===== src/rtl/or_gate_sweep_ctrl_pkg.sv =====
// Shared state encoding and default sizing for the or_gate sweep controller.
package or_gate_ctrl_pkg;

   typedef enum logic [1:0] {
      IDLE,
      DWELL,
      REPORT,
      DONE
   } sweep_state_t;

   localparam int unsigned A_W_DEFAULT   = 4;
   localparam int unsigned EN_W_DEFAULT  = 3;
   localparam int unsigned STEPS_DEFAULT = 4;
   localparam int unsigned DWELL_DEFAULT = 5;

endpackage


===== src/rtl/or_gate_sweep_ctrl_if.sv =====
// Result port of the sweep controller: one sampled b value per step, valid/ready.
interface or_gate_sweep_ctrl_if
   import or_gate_ctrl_pkg::*;
#(
   parameter int unsigned A_W   = A_W_DEFAULT,
   parameter int unsigned IDX_W = $clog2(STEPS_DEFAULT) + 1
);

   logic             res_valid;
   logic             res_ready;
   logic [IDX_W-1:0] res_idx;
   logic [A_W-1:0]   res_data;

   modport master (
      output res_valid,
      output res_idx,
      output res_data,
      input  res_ready
   );

   modport slave (
      input  res_valid,
      input  res_idx,
      input  res_data,
      output res_ready
   );

endinterface


===== src/rtl/or_gate_sweep_ctrl_dwell_timer.sv =====
// Loadable down-counter that parks at zero; zero flag marks the end of a dwell.
module or_gate_dwell_timer #(
   parameter int unsigned CW = 3
) (
   input  logic          clk,
   input  logic          rst_n,
   input  logic          load,
   input  logic [CW-1:0] value,
   output logic          zero
);

   logic [CW-1:0] cnt;

   always_ff @(posedge clk or negedge rst_n) begin
      if (!rst_n) begin
         cnt <= '0;
      end else if (load) begin
         cnt <= value;
      end else if (cnt != '0) begin
         cnt <= cnt - CW'(1);
      end
   end

   assign zero = (cnt == '0);

endmodule


===== src/rtl/or_gate_sweep_ctrl.sv =====
// Restartable sequencer that steps or_gate through a latched enable mask and reports b per step.
module or_gate_sweep_ctrl
   import or_gate_ctrl_pkg::*;
#(
   parameter int unsigned A_W   = A_W_DEFAULT,
   parameter int unsigned EN_W  = EN_W_DEFAULT,
   parameter int unsigned STEPS = STEPS_DEFAULT,
   parameter int unsigned DWELL = DWELL_DEFAULT
) (
   input  logic                        clk,
   input  logic                        rst_n,
   input  logic                        start,
   input  logic                        abort,
   input  logic [STEPS-1:0]            pattern,
   output logic [A_W-1:0]              a_out,
   output logic [EN_W-1:0]             en_out,
   input  logic [A_W-1:0]              b_in,
   or_gate_sweep_ctrl_if.master        res,
   output logic                        busy,
   output logic                        done
);

   localparam int unsigned IDX_W = $clog2(STEPS) + 1;
   localparam int unsigned CW    = $clog2(DWELL + 1);

   sweep_state_t     state;
   logic [IDX_W-1:0] idx;
   logic [IDX_W-1:0] nxt;
   logic [STEPS-1:0] pattern_q;
   logic [STEPS-1:0] pat_shift;
   logic             nxt_en;
   logic             last;
   logic             load;
   logic             zero;

   always_comb begin
      nxt       = idx + IDX_W'(1);
      pat_shift = pattern_q >> nxt;
      nxt_en    = pat_shift[0];
      last      = (idx == IDX_W'(STEPS - 1));
      // Timer reloads on the same edges the FSM enters DWELL.
      load      = !abort &&
                  (((state == or_gate_ctrl_pkg::IDLE) && start) ||
                   ((state == or_gate_ctrl_pkg::REPORT) && res.res_ready && !last));
   end

   or_gate_dwell_timer #(
      .CW (CW)
   ) u_timer (
      .clk   (clk),
      .rst_n (rst_n),
      .load  (load),
      .value (CW'(DWELL - 1)),
      .zero  (zero)
   );

   always_ff @(posedge clk or negedge rst_n) begin
      if (!rst_n) begin
         state         <= or_gate_ctrl_pkg::IDLE;
         idx           <= '0;
         pattern_q     <= '0;
         a_out         <= '0;
         en_out        <= '0;
         res.res_valid <= 1'b0;
         res.res_idx   <= '0;
         res.res_data  <= '0;
         busy          <= 1'b0;
         done          <= 1'b0;
      end else begin
         done <= 1'b0;
         if (abort && (state != or_gate_ctrl_pkg::IDLE)) begin
            state         <= or_gate_ctrl_pkg::IDLE;
            idx           <= '0;
            a_out         <= '0;
            en_out        <= '0;
            res.res_valid <= 1'b0;
            res.res_idx   <= '0;
            res.res_data  <= '0;
            busy          <= 1'b0;
         end else begin
            case (state)
               or_gate_ctrl_pkg::IDLE: begin
                  if (start && !abort) begin
                     pattern_q <= pattern;
                     idx       <= '0;
                     a_out     <= '0;
                     en_out    <= {EN_W{pattern[0]}};
                     busy      <= 1'b1;
                     state     <= or_gate_ctrl_pkg::DWELL;
                  end
               end
               or_gate_ctrl_pkg::DWELL: begin
                  if (zero) begin
                     res.res_data  <= b_in;
                     res.res_idx   <= idx;
                     res.res_valid <= 1'b1;
                     state         <= or_gate_ctrl_pkg::REPORT;
                  end
               end
               or_gate_ctrl_pkg::REPORT: begin
                  if (res.res_ready) begin
                     res.res_valid <= 1'b0;
                     if (last) begin
                        // done and idle operands are registered on entry so DONE shows them.
                        done   <= 1'b1;
                        a_out  <= '0;
                        en_out <= '0;
                        busy   <= 1'b0;
                        state  <= or_gate_ctrl_pkg::DONE;
                     end else begin
                        idx    <= nxt;
                        a_out  <= A_W'(nxt);
                        en_out <= {EN_W{nxt_en}};
                        state  <= or_gate_ctrl_pkg::DWELL;
                     end
                  end
               end
               or_gate_ctrl_pkg::DONE: begin
                  state <= or_gate_ctrl_pkg::IDLE;
               end
               default: state <= or_gate_ctrl_pkg::IDLE;
            endcase
         end
      end
   end

endmodule


===== src/flat_wrapper.sv =====
// flat-port wrapper written by rule: the top's interface ports become plain ports
module or_gate_sweep_ctrl_flat import or_gate_ctrl_pkg::*;
#(
   parameter int unsigned A_W   = A_W_DEFAULT,
   parameter int unsigned EN_W  = EN_W_DEFAULT,
   parameter int unsigned STEPS = STEPS_DEFAULT,
   parameter int unsigned DWELL = DWELL_DEFAULT
)
  (clk, rst_n, start, abort, pattern, a_out, en_out, b_in, busy, done, res_res_valid, res_res_idx, res_res_data, res_res_ready);
  or_gate_sweep_ctrl_if #(.A_W(A_W), .IDX_W((3))) res_i ();
  input  logic clk;
  input  logic rst_n;
  input  logic start;
  input  logic abort;
  input  logic [STEPS-1:0] pattern;
  output logic [A_W-1:0] a_out;
  output logic [EN_W-1:0] en_out;
  input  logic [A_W-1:0] b_in;
  output logic busy;
  output logic done;
  output wire logic [$bits(res_i.res_valid)-1:0] res_res_valid;
  output wire logic [$bits(res_i.res_idx)-1:0] res_res_idx;
  output wire logic [$bits(res_i.res_data)-1:0] res_res_data;
  input wire logic [$bits(res_i.res_ready)-1:0] res_res_ready;
  assign res_res_valid = res_i.res_valid;
  assign res_res_idx = res_i.res_idx;
  assign res_res_data = res_i.res_data;
  assign res_i.res_ready = res_res_ready;
  or_gate_sweep_ctrl #(.A_W(A_W), .EN_W(EN_W), .STEPS(STEPS), .DWELL(DWELL)) u_core (.clk(clk), .rst_n(rst_n), .start(start), .abort(abort), .pattern(pattern), .a_out(a_out), .en_out(en_out), .b_in(b_in), .res(res_i), .busy(busy), .done(done));
endmodule

===== config.mk =====
export PLATFORM = sky130hd
export DESIGN_NAME = or_gate_sweep_ctrl_flat
export DESIGN_NICKNAME = d
export VERILOG_FILES = /design/src/rtl/or_gate_sweep_ctrl_pkg.sv /design/src/rtl/or_gate_sweep_ctrl_if.sv /design/src/rtl/or_gate_sweep_ctrl_dwell_timer.sv /design/src/rtl/or_gate_sweep_ctrl.sv /design/src/flat_wrapper.sv
export SDC_FILE = /design/constraint.sdc
export NUM_CORES = 1
export LEC_CHECK = 0
export ABC_AREA = 0
export CAP_MARGIN = 15
export CORE_ASPECT_RATIO = 1.4
export CORE_MARGIN = 5
export CORE_UTILIZATION = 57
export DETAILED_ROUTE_END_ITERATION = 6
export DONT_BUFFER_PORTS = 1
export PLACE_DENSITY_LB_ADDON = 0.25
export SLEW_MARGIN = 20
export SYNTH_ARGS = -nofsm -noshare
export SYNTH_HDL_FRONTEND = slang
export SYNTH_HIERARCHICAL = 1
export SYNTH_SLANG_ARGS = --single-unit

===== constraint.sdc =====
create_clock -name clk -period 2.45 [get_ports clk]
set_clock_uncertainty 0.15 [all_clocks]
set_input_delay 0.3675 -clock clk [delete_from_list [all_inputs] [get_ports clk]]
set_output_delay 0.3675 -clock clk [all_outputs]
set_load 0.005 [all_outputs]

**After elaboration in Yosys (flattened, before gate mapping)**

Cells that the tools add are included.

- Add/subtract/negate cells: 2
- $mul: 0
- Divide/modulo/power cells: 0
- Order comparisons: 0
- Equal/unequal tests: 9
- Shift operators: 1
- Muxes and demuxes: 42
- Bitwise operators: 1
- Reduce and logical (&&, ||, !) cells: 25

Operators with widths:

| cell | count |
|---|---|
| two-way mux 3 bit | 14 |
| two-way mux 4 bit | 6 |
| case mux 3 bit (2 select lines) | 2 |
| AND reduction 3 bit | 4 |
| two-way mux 1 bit | 11 |
| two-way mux 2 bit | 5 |
| inequality test 3 bit (second input constant) | 3 |
| nonzero test 3 bit | 3 |
| case mux 2 bit (4 select lines) | 1 |
| case mux 4 bit (2 select lines) | 1 |
| AND reduction 4 bit | 2 |
| nonzero test 2 bit | 4 |
| logical AND 1 bit | 6 |
| inequality test 3 x 2 -> 1 bit (second input constant) | 2 |
| == test 2 bit (second input constant) | 2 |
| case mux 1 bit (2 select lines) | 2 |
| right shift 4 x 3 -> 1 bit | 1 |
| adder 3 x 1 -> 3 bit (second input constant) | 1 |
| == test 3 x 2 -> 1 bit (second input constant) | 1 |
| logical NOT 3 bit | 1 |
| subtractor 3 x 1 -> 3 bit (second input constant) | 1 |
| == test 2 x 1 -> 1 bit (second input constant) | 1 |
| logical NOT 1 bit | 2 |
| logical NOT 2 bit | 1 |
| 3 further kinds | 3 |

- Flip-flop bits (word level): 29
- Bits in latches: 0
- RAM bits: 0
- Memory bits (read-only): 0
- Bits of input ports: 13
- Output and inout port bits: 17
- Logic and storage cells: 91
- Memories kept: 0

**Depth between registers and ports, before layout**

Gate-level depths: netlist of run 1.

- Depth in word-level cells: 6
- Depth in mapped cells: 9
- Mapped depth without buffers: 8

**Hierarchy**

Netlist of run 1, hierarchy kept.

By module, submodules not included:

| module | instances | cells an instance | area an instance (µm²) | seq. area each (µm²) |
|---|---|---|---|---|
| or_gate_sweep_ctrl | 1 | 122 | 1,128.6 | 575.6 |
| or_gate_dwell_timer | 1 | 21 | 201.4 | 75.1 |

**Worst setup path after synthesis of run 1**

Ideal clock, no wire load.

- Kind: register to register
- Start: register u_core.u_timer.cnt[0]
- End: register u_core.res.res_data[2]
- Library setup time: 0.136 ns
- Arrival time: 1.476 ns
- Required time: 2.164 ns
- Path slack: 0.688 ns
- Stages on the path, launching flop included: 9
- Path buffers: 1
- Period minus slack after synthesis: 1.762 ns
- Cells stage by stage: dfrtp_1 inv_1 ha_1 nand2b_1 inv_1 nor2b_1 o22ai_1 clkbuf_1 o21ai_0

- Word-level cells in the longest chain between the ends: 3

Ends and longest elaborated chain:

| element | line | RTL |
|---|---|---|
| from (decl) | or_gate_sweep_ctrl_dwell_timer.sv:12 | `logic [CW-1:0] cnt;` |
| from (signal assigned) | or_gate_sweep_ctrl_dwell_timer.sv:18 | `cnt <= value;` |
| from (signal assigned) | or_gate_sweep_ctrl_dwell_timer.sv:20 | `cnt <= cnt - CW'(1);` |
| logical NOT 3 bit | or_gate_sweep_ctrl_dwell_timer.sv:24 | `assign zero = (cnt == '0);` |
| named net u_core.zero | or_gate_sweep_ctrl.sv:34 | `logic zero;` |
| nonzero test 2 bit (no line) | - |  |
| AND reduction 2 bit (no line) | - |  |
| to (signal assigned) | or_gate_sweep_ctrl.sv:94 | `res.res_data <= b_in;` |
| to (decl) | or_gate_sweep_ctrl_if.sv:17 | `output res_data,` |

The timed path passes the listed nets, and every way through them passes these cells.
A chain may end at the register's enable or synchronous reset.

**Final worst setup path of run 1**

- Start: register u_core.u_timer.cnt[0]
- End: register u_core.res.res_data[1]

Same word-level chain as after synthesis.

==> summary.txt, run 1 <==
Run status
  – Status: complete, no violations

Synth
  – Synth unique cells: 34
  – Count leader, synth: nand2_1
  – Post-synthesis sequential area ratio: 48.9%
  – Synth cell count leaders: nand2_1 (28), dfrtp_1 (26), o21ai_0 (15)
  – Synth Flop Type: dfrtp_1
  – Cell Area, Synth: ~0.0013 mm2
  – Synth area leader: dfrtp_1
  – Synth top area cells: dfrtp_1 (49%), nand2_1 (7.9%), nand2b_1 (5.6%)
  – Yosys top cell area share: 48.9%
  – Post-synth EDFFs: 0
  – Post-synthesis cell count: ~140
  – Mean Syn Cell Area: 9.30 um2
  – Yosys warns: 6
  – Flops & latches, synth: 26
  – Synth async-reset ratio: 100%

Setup path
  – Delay of the slowest critical-path stage: 0.65 ns
  – Most Frequent Cell on Critical Path: inv_1
  – Maximum fanout along the worst path: 14
  – CP Data Required Time: 2.46 ns
  – Slowest CP cell: o22ai_1
  – CP Cell Sequence: inv_1 -> ha_1 -> nand2b_1 -> inv_1 -> nor2b_1 -> o22ai_1 -> o21ai_0
  – CP delay by family, top: compound AO/OA/AOI/OAI gates
  – CP Buf/Inv Count: 2
  – Arr. time, crit path: between 2 and 2.5 ns
  – Kind of critical path: reg2reg
  – Setup crit start kind: flip-flop
  – Crit end category: flip-flop

Cells and area
  – Filler Cells Inserted: 178
  – Layout area overhead: 8.09%
  – Cell area after layout: 0.00144 mm2
  – Nets: 166
  – Total inserted antenna cells: 0
  – Share of cells above drive strength 1: 6.12%

Timing
  – Final Max Tran Viols: 0
  – Rel. slew slack: 44.2%
  – Minimum clock period: approximately 2.2 ns
  – Max Fclk: 458 MHz
  – RSZ-0062 raised after global routing: false
  – Hold violation total from the final report: 0
  – Least-Margin Pin Slew: 0.838 ns
  – Final period utilization: 89.1%
  – Worst hold slack: slightly above 0.03 ns
  – Total negative slack: 0 ns
  – Endpoints failing setup: 0

Routing
  – DRC: 0
  – DRT antenna net count: 0
  – Drt pass-1 iters: 4
  – Final wirelength: 2480 um
  – Iter 0 DRT Violations: 32
  – Total number of vias: 957
  – Drt wl/cell: roughly 15 um
  – Vias per cell: approximately 5.7

Global routing
  – GRT Overall Usage: 16.6%
  – Grt total ovfl: 0
  – Initial antenna violation count: 0
  – Global-route wire length before repair: 4420 um
  – Largest net degree at the start of global routing: 27
  – Number of global-route vias before repair: 1008

Run
  – Maxcap violations: 0

Clocking
  – Max Root-Sink Buffers: 2
  – Depth of the CTS H-tree: 1
  – Root buf cell: clkbuf_4
  – Register clock-pin slew on the reported worst setup and hold paths: between 0.1 and 0.15 ns
  – Post-CTS Repair Setup Buffers: 0
  – CTS tree: built
  – Post-CTS Resized: 0
  – CTS Sinks: 26
  – Clock Latency Late Sink: 0.32 ns
  – Total CTS buffers: 3

Pwr
  – Total Power: 1.27 mW
  – Pwr dens: 884 mW/mm2
  – Leakage power: 0.676 nW
  – VDD IR-drop max: 0.606 mV

Place
  – Routability cong.: 0.844
  – DP Area: 0.00132 mm2
  – Port-buffer cells: 0
  – Final HPWL DP: around 1800 um

Floorplan
  – Standard-cell rows: 20
  – Die Wd: 50.8 um
  – Die Area: 0.00341 mm2
  – Initial core utilization: 60.4%
  – Core area: 0.00220 mm2
  – Die Ht: ~67 um
  – I/O pin cnt: 30

Min path
  – Hold Crit Class: in2reg
==> per-stage QoR <==
| step | worst slack (ns) | utilization (%) | std cells |
|---|---|---|---|
| 4_1_cts | 0.279 | 65.3 | 169 |
| 2_1_floorplan | 0.688 | - | 145 |
| 3_5_place_dp | 0.301 | 59.7 | 159 |
| 6_report | 0.266 | 65.3 | 169 |
| 5_1_grt | 0.0797 | 65.3 | 169 |
| 3_3_place_gp | 0.354 | 59.7 | 159 |
==> kinds of logic after synthesis <==
kind of cell / after synthesis / share of synthesized area (%)
and+or+nand+nor: 66 / 25.7
DFF: 26 / 48.9
muxes: 1 / 1.69
other: 2 / 0.565
adders and majority gates: 5 / 4.70
buffers and inverters: 17 / 6.30
AOI/OAI and AO/OA: 26 / 12.1
==> power by group <==
part	switching (mW)	internal (mW)	leakage, nW
Combinational	0.166	0.156	0.310
Clock	0.122	0.165	0.0279
Sequential	0.112	0.550	0.338
==> path summary, 6_finish.rpt <==
| kind | from | end | slack [ns] | cells after the start |
|---|---|---|---|---|
| setup / recovery | u_core/u_timer/cnt[0] | u_core/res.res_data[1] | 0.27 | 7 |
| hold / removal | pattern[0] | u_core/pattern_q[0] | 0.03 | 2 |
| setup reg to reg | u_core/u_timer/cnt[0] | u_core/res.res_data[1] | 0.27 | 7 |
| hold reg to reg | u_core/pattern_q[1] | u_core/pattern_q[1] | 0.35 | 2 |
| max in group asynchronous | rst_n | u_core/u_timer/cnt[1] | 1.67 | 2 |
| min in group asynchronous | rst_n | u_core/res.res_idx[2] | 0.32 | 2 |
==> metal layers <==
layer / track usage (%) / vias up / routed length [um]
met1: 19.1 / 451 / 1020
met4: 9.27 / 0 / 21
li1: - / 482 / -
met5: 0 / - / 0
met2: 28.9 / 22 / 1330
met3: 2.65 / 2 / 105
==> worst reg2reg max path, delay by kind of cell (launching register included) <==
kind / cells / cell delay [ns]
compound gates: 2 / 0.87
flops: 1 / 0.40
simple gates: 2 / 0.27
fa+ha+maj: 1 / 0.23
buf+inv: 2 / 0.13
==> state kept, by name, indices dropped and copies added, names as in the netlist <==
name,count
u_core/done,1
u_core/res.res_data,4
u_core/res.res_valid,1
u_core/state,2
u_core/a_out,3
u_core/busy,1
u_core/idx,3
u_core/en_out,1
u_core/res.res_idx,3
u_core/pattern_q,4
u_core/u_timer/cnt,3
==> layout by cell type (no fill, tap or decap) <==
master,n
a211oi_1,1
a21o_1,1
a21oi_1,3
a221oi_1,1
a311oi_1,1
a31oi_1,1
and3_1,1
buf_12,1
bufinv_16,1
clkbuf_4,3
conb_1,4
dfrtp_1,26
dlygate4sd3_1,5
ha_1,5
inv_1,9
mux4_2,1
nand2_1,28
nand2b_1,12
nand3_1,3
nand4_1,4
nor2_1,3
nor2_2,1
nor2b_1,5
nor3_1,2
nor4_1,1
nor4b_1,2
o211a_4,1
o21ai_0,15
o22a_1,1
o22ai_1,1
or2_2,1
or2b_1,1
or3b_1,1
or4b_1,1
==> area by class of cell <==
cell class,instances,area (um2),share of cell area [%]
Tap cell,22,27.5,1.91
Clock inverter,1,30.0,2.09
Multi-Input combinational cell,102,603,41.9
Inverter,9,33.8,2.35
Sequential cell,26,651,45.3
Clock buffer,3,22.5,1.57
Timing Repair Buffer,6,70.1,4.87
==> timing repair <==
action / CTS / global route
endpoints found under the hold margin: 30 / 0
hold buffers: 6 / 0
endpoints found under the setup margin: 0 / 0
Power figures use the tool's default switching activity.
==> run 2: changes to the inputs <==
==> constraint.sdc (replaced) <==
create_clock -name clk -period 2.45 [get_ports clk]
set_clock_uncertainty 0.15 [all_clocks]
set_input_delay 0.1225 -clock clk [delete_from_list [all_inputs] [get_ports clk]]
set_output_delay 0.1225 -clock clk [all_outputs]
set_load 0.005 [all_outputs]
==> run 2 against run 1 <==
Effect of this change:
- clock power about the same
- critical path type unchanged
- highest routed layer unchanged
- combinational power is 7.2% higher
- cell count up 6.5%
- critical path depth stayed put
==> summary.txt, run 2 (synthesis results as in run 1) <==
Run status
  – Status: complete, no violations

Clocking
  – CTS tree: built
  – Root buf cell: clkbuf_4
  – Total CTS buffers: 3 (unchanged)
  – Post-CTS Resized: 0 (unchanged)
  – Register clock-pin slew on the reported worst setup and hold paths: 0.14 ns (about the same)
  – Post-CTS Repair Setup Buffers: 0 (unchanged)
  – Hold-fix buffers, CTS: 17 (+11)
  – Depth of the CTS H-tree: 1 (unchanged)
  – CTS Sinks: 26 (unchanged)
  – Max Root-Sink Buffers: 2 (unchanged)
  – Clock Latency Late Sink: 0.32 ns (about the same)

Cells and area
  – Layout area overhead: 16.4%
  – Commonest non-fill, non-tap cell in the layout: nand2_1
  – Share of cells above drive strength 1: 5.70% (-0.43 points)
  – Nets: 177 (+6.6%)
  – Total inserted antenna cells: 0 (unchanged)
  – Most frequent cells in the layout: nand2_1 (28), dfrtp_1 (26), dlygate4sd3_1 (16), o21ai_0 (15), nand2b_1 (12)
  – Largest registers: u_core/pattern_q: 4 flops, u_core/res.res_data: 4 flops

Timing
  – RSZ-0062 raised after global routing: false
  – Final worst slack: 0.253 ns (-0.0131 ns)
  – Final Max Tran Viols: 0 (unchanged)
  – Hold violation total from the final report: 0 (unchanged)
  – Total negative slack: 0 ns (unchanged)
  – Final period utilization: 89.7% (+0.53 points)
  – Rel. slew slack: 43.0% (-1.1 points)
  – Least-Margin Pin Slew: 0.854 ns (+0.0167 ns)
  – Minimum clock period: 2.20 ns (+0.0131 ns)
  – Max Fclk: 455 MHz (-0.59%)
  – Endpoints failing setup: 0 (unchanged)
  – Worst hold slack: 0.0178 ns (-0.0127 ns)

Setup path
  – CP Data Required Time: 2.46 ns (about the same)
  – Maximum fanout along the worst path: 14 (unchanged)
  – Setup crit start kind: flip-flop
  – Arr. time, crit path: 2.21 ns (about the same)
  – Crit end category: flip-flop
  – Kind of critical path: reg2reg
  – Worst R2R Path Depth: 7 (unchanged)
  – FF-to-FF setup slack: 0.25 ns (about the same)

Floorplan
  – Core area: 0.00220 mm2 (unchanged)
  – Die Wd: 50.8 um (unchanged)
  – Die Ht: 67.2 um (unchanged)
  – Die Area: 0.00341 mm2 (unchanged)
  – I/O pin cnt: 30 (unchanged)
  – Initial core utilization: 60.4% (unchanged)
  – Standard-cell rows: 20 (unchanged)

Global routing
  – GRT Overall Usage: 17.7% (+1.1 points)
  – Initial antenna violation count: 0 (unchanged)
  – Global-route wire length before repair: 4690 um (+6.3%)
  – Largest net degree at the start of global routing: 27 (unchanged)
  – Number of global-route vias before repair: 1065 (+5.7%)
  – Grt total ovfl: 0 (unchanged)

Routing
  – Final wirelength: 2720 um (+9.4%)
  – Drt pass-1 iters: 4 (unchanged)
  – Iter 0 DRT Violations: 39 (+22%)
  – DRT antenna net count: 0 (unchanged)
  – DRC: 0 (unchanged)
  – Vias per cell: 5.77 (+1.8%)
  – Drt wl/cell: 15.1 um (+2.7%)
  – Total number of vias: 1038 (+8.5%)

Pwr
  – Pwr dens: 836 mW/mm2 (-5.4%)
  – Leakage power: 0.715 nW (+5.8%)
  – VDD IR-drop max: 0.613 mV (+1.2%)

Min path
  – WHS Path Cells: 4 (+2)
  – Hold Crit Class: in2reg

Run
  – Maxcap violations: 0 (unchanged)

Place
  – Port-buffer cells: 0 (unchanged)
  – Pre-CTS WS: 0.301 ns (unchanged)
  – Routability cong.: 0.844 (unchanged)
  – Final HPWL DP: 1820 um (unchanged)
run 2: cell types whose count changed in the layout (fill, tap and decap cells not counted), sizes merged:
cell,delta
dlygate4sd3,+11
run 2: report_power, final:
group	switching (mW)	internal, mW
Combinational	0.175	0.169
Clock	0.121	0.165
Sequential	0.114	0.549
Total	0.411	0.884
run 2: path summary, 6_finish.rpt:
check / startpoint / endpoint
min in group asynchronous: rst_n / u_core/res.res_idx[2]
max reg2reg: u_core/u_timer/cnt[0] / u_core/res.res_data[3]
max in group asynchronous: rst_n / u_core/u_timer/cnt[1]
max: u_core/u_timer/cnt[0] / u_core/res.res_data[3]
min: start / u_core/en_out[1]
min reg2reg: u_core/pattern_q[2] / u_core/pattern_q[2]
run 2: critical path: stages, from the launching register on:
cell	delay (ns)
dfrtp_1	0.40
inv_1	0.07
ha_1	0.23
nand2b_1	0.12
inv_1	0.06
nor2b_1	0.14
o22ai_1	0.66
o21ai_0	0.22
run 2: layer usage:
layer	global-route usage, %	up-vias	part of all wire (%)
met4	8.31	0	1.4
met5	0	-	0
met3	2.43	4	4.7
met2	32.5	33	56
met1	19.7	499	38
li1	-	502	-
run 2: layout make-up:
cell class | instances | area [um2]
Fill cell | 170 | 654
Sequential cell | 26 | 651
Multi-Input combinational cell | 102 | 603
Timing Repair Buffer | 17 | 180
Inverter | 9 | 33.8
Clock inverter | 1 | 30.0
Tap cell | 22 | 27.5
Clock buffer | 3 | 22.5
run 2: per-stage QoR:
stage                     power [mW]  util [%]  cell area, um2  std cells
after floorplan                0.917         -            1340        145
after global placement         0.953      59.7            1320        159
after detailed placement       0.977      59.7            1320        159
after CTS                       1.30      70.3            1550        180
after global routing            1.40      70.3            1550        180
final                           1.29      70.3            1550        180
